File: config.mk
export PLATFORM = sky130hd
export DESIGN_NAME = mem_arbiter
export DESIGN_NICKNAME = d
export VERILOG_FILES = /design/src/rtl/mem_arb_pkg.sv /design/src/rtl/mem_arbiter.sv
export SDC_FILE = /design/constraint.sdc
export NUM_CORES = 1
export LEC_CHECK = 0
export BUFFER_PORTS_ARGS = -buffer_cell sky130_fd_sc_hd__clkbuf_2
export CAP_MARGIN = 25
export CORE_AREA = 2 2 104 106
export DETAILED_ROUTE_END_ITERATION = 10
export DIE_AREA = 0 0 106 108
export GPL_TIMING_DRIVEN = 0
export PLACE_DENSITY = 0.61
export SLEW_MARGIN = 5
export SYNTH_ARGS = -nofsm -noshare
export SYNTH_HDL_FRONTEND = slang
export SYNTH_SLANG_ARGS = --single-unit
export TNS_END_PERCENT = 5
File: constraint.sdc
create_clock -name clk -period 1.71 [get_ports clk]
set_input_delay 0 -clock clk [delete_from_list [all_inputs] [get_ports clk]]
set_output_delay 0 -clock clk [all_outputs]
set_load 0.05 [all_outputs]
File: src/rtl/mem_arb_pkg.sv
// Shared types for the unified-memory arbiter and the memory model behind it.
package mem_arb_pkg;

  typedef enum logic [1:0] {
    BUS_NONE  = 2'd0,
    BUS_LOAD  = 2'd1,
    BUS_STORE = 2'd2
  } mem_cmd_t;

  typedef enum logic {
    IDLE = 1'b0,
    BUSY = 1'b1
  } arb_state_t;

  typedef enum logic {
    IF  = 1'b0,
    MEM = 1'b1
  } arb_owner_t;

  function automatic logic [31:0] word_align(input logic [31:0] addr);
    return addr & ~32'h3;
  endfunction

endpackage

File: src/rtl/mem_arbiter.sv
// Single-port memory arbiter between fetch and MEM stage: data priority with a
// bounded data burst, fixed-latency non-pipelined memory, branch squash of fetches.
module mem_arbiter
  import mem_arb_pkg::*;
#(
  parameter int LATENCY        = 2,
  parameter int MAX_DATA_BURST = 4
) (
  input  logic        clk,
  input  logic        rst,
  input  logic        if_req,
  input  logic [31:0] if_addr,
  input  logic        ex_take_branch_out,
  input  logic        mem_req,
  input  logic        mem_we,
  input  logic [31:0] mem_addr,
  input  logic [31:0] mem_wdata,
  output mem_cmd_t    proc2mem_command,
  output logic [31:0] proc2mem_addr,
  output logic [31:0] proc2mem_data,
  input  logic [31:0] mem2proc_data,
  output logic [31:0] if_IR,
  output logic        if_valid_inst,
  output logic        PC_stall,
  output logic [31:0] mem_rdata,
  output logic        mem_done,
  output logic        mem_stall
);

  localparam int CW = $clog2(LATENCY + 1);
  localparam int SW = $clog2(MAX_DATA_BURST + 1);
  localparam logic [CW-1:0] CNT_INIT   = CW'(LATENCY - 1);
  localparam logic [CW-1:0] CNT_ONE    = CW'(1);
  localparam logic [SW-1:0] STREAK_MAX = SW'(MAX_DATA_BURST);
  localparam logic [SW-1:0] STREAK_ONE = SW'(1);

  arb_state_t    state_q, state_d;
  arb_owner_t    owner_q, owner_d;
  logic [CW-1:0] cnt_q, cnt_d;
  logic [SW-1:0] streak_q, streak_d;
  logic          squash_q, squash_d;
  logic          we_q, we_d;

  logic resp, can_grant, fetch_first, grant_if, grant_mem;

  assign resp        = (state_q == BUSY) && (cnt_q == '0);
  // Gating with rst keeps the bus quiet while reset is held, even with requests up.
  assign can_grant   = rst && ((state_q == IDLE) || resp);
  assign fetch_first = if_req && (streak_q == STREAK_MAX);
  assign grant_if    = can_grant && if_req && !ex_take_branch_out && (!mem_req || fetch_first);
  assign grant_mem   = can_grant && mem_req && !grant_if;

  // NOTE: sequential state uses non-blocking assignments so every register
  // samples the pre-edge values regardless of statement order.
  always_ff @(posedge clk or negedge rst) begin
    if (!rst) begin
      state_q  <= IDLE;
      owner_q  <= IF;
      cnt_q    <= '0;
      streak_q <= '0;
      squash_q <= 1'b0;
      we_q     <= 1'b0;
    end else begin
      state_q  <= state_d;
      owner_q  <= owner_d;
      cnt_q    <= cnt_d;
      streak_q <= streak_d;
      squash_q <= squash_d;
      we_q     <= we_d;
    end
  end

  // NOTE: every variable gets its hold value first so no path leaves it
  // unassigned, which would otherwise infer a latch.
  always_comb begin
    state_d  = state_q;
    owner_d  = owner_q;
    cnt_d    = cnt_q;
    squash_d = squash_q;
    we_d     = we_q;
    streak_d = streak_q;

    if (grant_if || grant_mem) begin
      state_d  = BUSY;
      owner_d  = grant_if ? IF : MEM;
      cnt_d    = CNT_INIT;
      squash_d = 1'b0;
      we_d     = grant_mem && mem_we;
    end else if (resp) begin
      state_d  = IDLE;
      squash_d = 1'b0;
    end else if (state_q == BUSY) begin
      cnt_d = cnt_q - CNT_ONE;
      if (owner_q == IF && ex_take_branch_out) squash_d = 1'b1;
    end

    if (!if_req || grant_if) begin
      streak_d = '0;
    end else if (grant_mem && streak_q != STREAK_MAX) begin
      streak_d = streak_q + STREAK_ONE;
    end
  end

  always_comb begin
    proc2mem_command = BUS_NONE;
    proc2mem_addr    = '0;
    proc2mem_data    = '0;
    if_IR            = '0;
    if_valid_inst    = 1'b0;
    mem_rdata        = '0;
    mem_done         = 1'b0;

    if (grant_if) begin
      proc2mem_command = BUS_LOAD;
      proc2mem_addr    = word_align(if_addr);
    end else if (grant_mem) begin
      proc2mem_command = mem_we ? BUS_STORE : BUS_LOAD;
      proc2mem_addr    = word_align(mem_addr);
      proc2mem_data    = mem_we ? mem_wdata : '0;
    end

    if (resp && owner_q == IF) begin
      if_IR         = mem2proc_data;
      if_valid_inst = ~squash_q & ~ex_take_branch_out;
    end
    if (resp && owner_q == MEM) begin
      mem_done  = 1'b1;
      mem_rdata = we_q ? '0 : mem2proc_data;
    end
  end

  assign PC_stall  = ~if_valid_inst;
  assign mem_stall = mem_req & ~mem_done;

endmodule

Yosys cells after proc, flatten, opt, wreduce, memory -nomap -nowiden
Index checks and enable logic that the tools add are counted.
{ "totals": {"reg_bits": 9, "in_bits": 134, "out_inout_bits": 134, "elab_cells": 73} }
{ "op_classes": {"n_addsub": 2, "eq_ne": 3, "n_mux": 25, "bitwise": 8, "n_reduce_logical": 29} }
{ "ops": {"columns": ["operator", "count"], "rows": [
  ["2-to-1 mux 32 bit", 8],
  ["logical AND 1 bit", 13],
  ["2-to-1 mux 2 bit", 6],
  ["2-to-1 mux 1 bit", 9],
  ["2-to-1 mux 3 bit", 2],
  ["NOT 1 bit", 6],
  ["nonzero test 2 bit", 3],
  ["nonzero test 3 bit", 2],
  ["zero test 1 bit", 4],
  ["logical OR 1 bit", 4],
  ["AND reduction 2 bit", 2],
  ["adder 3 x 1 -> 3 bit (second input constant)", 1],
  ["== test 3 bit (second input constant)", 1],
  ["!= test 3 bit (second input constant)", 1],
  ["bitwise AND 1 bit", 2],
  ["zero test 2 bit", 1],
  ["!= test 2 x 1 -> 1 bit (second input constant)", 1],
  ["subtractor 2 x 1 -> 2 bit (second input constant)", 1]
]} }

Logic depth before layout (Yosys ltp)
{ "depth": {"ltp_word": 12, "depth_mapped": 6, "depth_no_buf": 5} }

Worst setup path after synthesis
Ideal clock, no wire load.
{ "synth_timing": {"path_type": "reg2out", "startpoint": "register cnt_q[0]", "endpoint": "output port PC_stall", "t_arrival_ns": 2.911, "t_required_ns": 1.710, "setup_slack_ns": -1.201, "stages_incl_launch_ff": 6, "n_path_buf": 0, "cell_sequence": "dfrtp_1 > inv_1 > ha_1 > nand2_1 > nor4_1 > inv_1"} }
{ "synth_via": {"elab_chain_len": 5} }
{ "synth_lines": {"columns": ["element", "line", "rtl"], "rows": [
  ["from (decl)", "mem_arbiter.sv:39", "logic [CW-1:0] cnt_q, cnt_d;"],
  ["from (signal assigned)", "mem_arbiter.sv:66", "cnt_q <= cnt_d;"],
  ["zero test 2 bit", "mem_arbiter.sv:46", "assign resp = (state_q == BUSY) && (cnt_q == '0);"],
  ["logical AND 1 bit", "mem_arbiter.sv:46", null],
  ["logical AND 1 bit", "mem_arbiter.sv:122", "if (resp && owner_q == IF) begin"],
  ["2-to-1 mux 1 bit", "mem_arbiter.sv:122", null],
  ["via if_valid_inst", "mem_arbiter.sv:23", "output logic if_valid_inst,"],
  ["NOT 1 bit", "mem_arbiter.sv:132", "assign PC_stall = ~if_valid_inst;"],
  ["to (decl)", "mem_arbiter.sv:24", "output logic PC_stall,"]
]} }
The timed path passes the listed nets, and every way through them passes these cells.

Worst setup path after layout
{ "layout_timing": {"startpoint": "register streak_q[0]", "endpoint": "output port proc2mem_addr[7]"} }
{ "layout_via": {"elab_chain_len": 8} }
{ "layout_lines": {"columns": ["element", "line", "rtl"], "rows": [
  ["from (decl)", "mem_arbiter.sv:40", "logic [SW-1:0] streak_q, streak_d;"],
  ["from (signal assigned)", "mem_arbiter.sv:67", "streak_q <= streak_d;"],
  ["== test 3 bit (*)", "mem_arbiter.sv:49", "assign fetch_first = if_req && (streak_q == STREAK_MAX);"],
  ["logical AND 1 bit (*)", "mem_arbiter.sv:49", null],
  ["logical OR 1 bit (*)", "mem_arbiter.sv:50", "assign grant_if = can_grant && if_req && !ex_take_branch_out && (!mem_req || fetch_first);"],
  ["logical AND 1 bit (*)", "mem_arbiter.sv:50", null],
  ["zero test 1 bit", "mem_arbiter.sv:51", "assign grant_mem = can_grant && mem_req && !grant_if;"],
  ["logical AND 1 bit", "mem_arbiter.sv:51", null],
  ["2-to-1 mux 32 bit", "mem_arbiter.sv:116", "end else if (grant_mem) begin"],
  ["2-to-1 mux 32 bit (*)", "mem_arbiter.sv:113", "if (grant_if) begin"],
  ["to (decl)", "mem_arbiter.sv:19", "output logic [31:0] proc2mem_addr,"]
]} }
Mark *: on every way between the ends. The rest lies on a longest branch, timed or not.

==> flow_summary.toml <==
[place]
dpl.cell_count = 682
place.gp.congestion = 0.777
place_hpwl_um = 7450
io_buffer_count = 260
place_area_um2 = 3370

[global_route]
grt_pass1_vias = 3054
top_usage_layer = "met2"
antenna_found_initial = 0
overflow = 0
met2_usage_pct = 30.6
use_met3_pct = 4.04
track_usage_pct = 15.6
grt_pass1_wl_um = 14800
grt_max_degree = 11
use_met1_pct = 16.5

[clock_network]
root_buffer = "clkbuf_8"
cts_sinks = 9
clk_pin_slew_ps = 40
cts_tree = "yes"
htree_levels = 1
numCtsBuffers = 3
clk_path_buf_depth = 2
insertion_delay_ps = 240

[routing]
viasPerCell = 4.56
drcViolationCount = 0
routed_wl_um = 10200
drt_iter0_markers = 140
num_vias = 3185
ant_nets = 0
first_pass_iters = 4
wl_per_cell_um = 14.7

[timing]
final.setup.worst_slack_ps = -269
grt_setup_unrepaired = "yes"
skew_ps = 2.71
finalCriticalPeriod_ps = 1980
slew_violations = 0
setup-tns-final_ps = -14350
setup-violations-final = 68
hold_violations = 0
fmax_mhz = 505
min_period_over_period_pct = 116

[final_layout]
final_common_cell = "clkbuf_2"
postLayoutCoreUtil_pct = 45.0
diodes = 0
finalInstanceArea_um2 = 4600
nets = 700
drive_above_1_share_pct = 60.9
layout_common_cells = "clkbuf_2, and2_1, clkbuf_8"
fin_cells = 698
area_growth_pct = 145

[yosys]
yosys-top-cells-area = "and2_1, o211ai_1, dfrtp_1"
synth_cell_types = 31
synth_area_um2 = 1870
ys_ff_latch = 9
synth_top_area_share_pct = 32.4
yosysTopAreaCell = "and2_1"
yosysWarnings = 0
avgSynthCellArea_um2 = 6.58
synthCells = 285
yosysSeqAreaShare_pct = 12.0

[worst_setup_path]
critical_path.top_delay_family = "buffers and inverters"
critPathKind = "reg -> out"
cp-end-kind = "output port"
slowest_delay_ps = 390
path_buf_inv = 3
crit_fanout = 10
startpoint_type = "flip-flop"
critPathArrivalTime_ps = 1980
slowest_stage = "dfrtp_1"
critPathRequiredTime_ps = 1710
path_cells = "inv_2, ha_4, a21bo_4, buf_1, nand3_1, a21oi_1, clkbuf_4"
reg2reg_slack_ps = 40

[power]
clkPwrFrac_pct = 7.2
netSwitchingPower_w = 0.00203
ir_drop_v = 0.000370
power.density_nw_per_um2 = 775
internal-power_w = 0.00154
total_power_w = 0.00357
pwr-share-seq_pct = 10.8
p_leak_nw = 2.26
comb_power_share_pct = 82.0
switching_share_pct = 56.9

[min_path]
min_path_type = "in -> reg"

[floorplanning]
die_area_um2 = 11400
start_util_pct = 18.3
rows = 37
die_y_um = 108
coreArea_um2 = 10200
die-width_um = 106
ioPinCount = 268

[run]
cap_violations = 0

[outcome]
violations = "negative setup slack"
status = "complete, but fails checks"
-- worst reg2reg max path, cell delays in order, from the launching register on --
cell	delay, ps
dfrtp_1	360
inv_2	60
ha_4	170
a21bo_4	240
a2111oi_4	300
buf_6	190
buf_6	120
buf_4	100
a21o_1	70
-- cells by family (layout without fill, tap and decap cells) --
group,after synthesis,after routing,synth area share [%]
compound gates,74,74,26.7
simple gates,160,160,49.2
other cells,1,2,0.200
fa+ha+maj,3,3,2.00
flops,9,9,12.0
buf+inv,38,314,9.88
-- through the flow --
| stage | hold WS (ps) | setup slack, ps |
|---|---|---|
| 2_1_floorplan | -296 | -294 |
| 3_3_place_gp | -85.2 | -425 |
| 3_5_place_dp | -75.2 | -445 |
| 4_1_cts | 76.7 | -339 |
| 5_1_grt | 90.9 | -358 |
| 6_report | 80.4 | -269 |
-- sequential cells by signal, summed over array words and instances (netlist names) --
register,count
we_q,1
state_q,1
owner_q,1
squash_q,1
cnt_q,2
streak_q,3
-- cell type report --
class / count / area [um2]
fill: 1013 / 5630
timing repair buffer: 272 / 2270
multi-input combinational: 239 / 1630
buffer: 31 / 231
sequential: 9 / 225
tap: 136 / 170
clock buffer: 4 / 45.0
inverter: 7 / 26.3
-- synthesized netlist by cell type --
cell type and number:
nand3_1 32, clkbuf_1 19, conb_1 1, nor2b_4 1, a21bo_2 1, nand4_1 2
nand2b_1 3, nand2_1 13, nor2_1 6, o21a_1 1, a31oi_1 1, dfrtp_1 9
ha_1 3, a2111oi_4 1, a21o_1 1, o21ai_0 1, o21bai_1 2, buf_1 2
buf_2 4, buf_6 4, or4_1 1, buf_4 2, o211ai_1 31, a21oi_1 31
and2_1 97, o221ai_1 3, nor2b_1 2, nor4_1 1, inv_1 7, and3_1 2
a21boi_1 1
-- worst paths after layout --
path / end / cells past startpoint / startpoint
setup / recovery: proc2mem_addr[7] / 7 / streak_q[0]
hold / removal: streak_q[1] / 3 / if_req
setup reg to reg: we_q / 8 / streak_q[0]
hold reg to reg: we_q / 1 / we_q
max in group asynchronous: owner_q / 2 / rst
min in group asynchronous: squash_q / 2 / rst
-- metal layers --
metal | part of all wire (%) | vias to the layer above
li1 | - | 1535
met1 | 34 | 1480
met2 | 56 | 153
met3 | 8.0 | 17
met4 | 2.0 | 0
met5 | 0 | -
-- power by group through the flow --
| stage | Combinational [W] | Sequential [W] | Clock (W) |
|---|---|---|---|
| finish | 0.00293 | 0.000385 | 0.000256 |
| global placement | 0.00228 | 0.000353 | 0 |
| detailed placement | 0.00230 | 0.000358 | 0 |
| global route | 0.00307 | 0.000395 | 0.000279 |
| CTS | 0.00276 | 0.000383 | 0.000260 |
| floorplan | 0.00171 | 0.000344 | 0 |
-- timing repair --
| item | CTS | global route |
|---|---|---|
| endpoints found under the hold margin | 9 | 0 |
| endpoints found under the setup margin | 129 | 128 |
| setup buffers | 6 | 2 |
| pin swaps | 4 | 27 |
| gates resized for setup | 234 | 124 |
| hold buffers | 1 | 0 |
| gates cloned | 1 | 2 |
(Power assumes the default switching activity.)
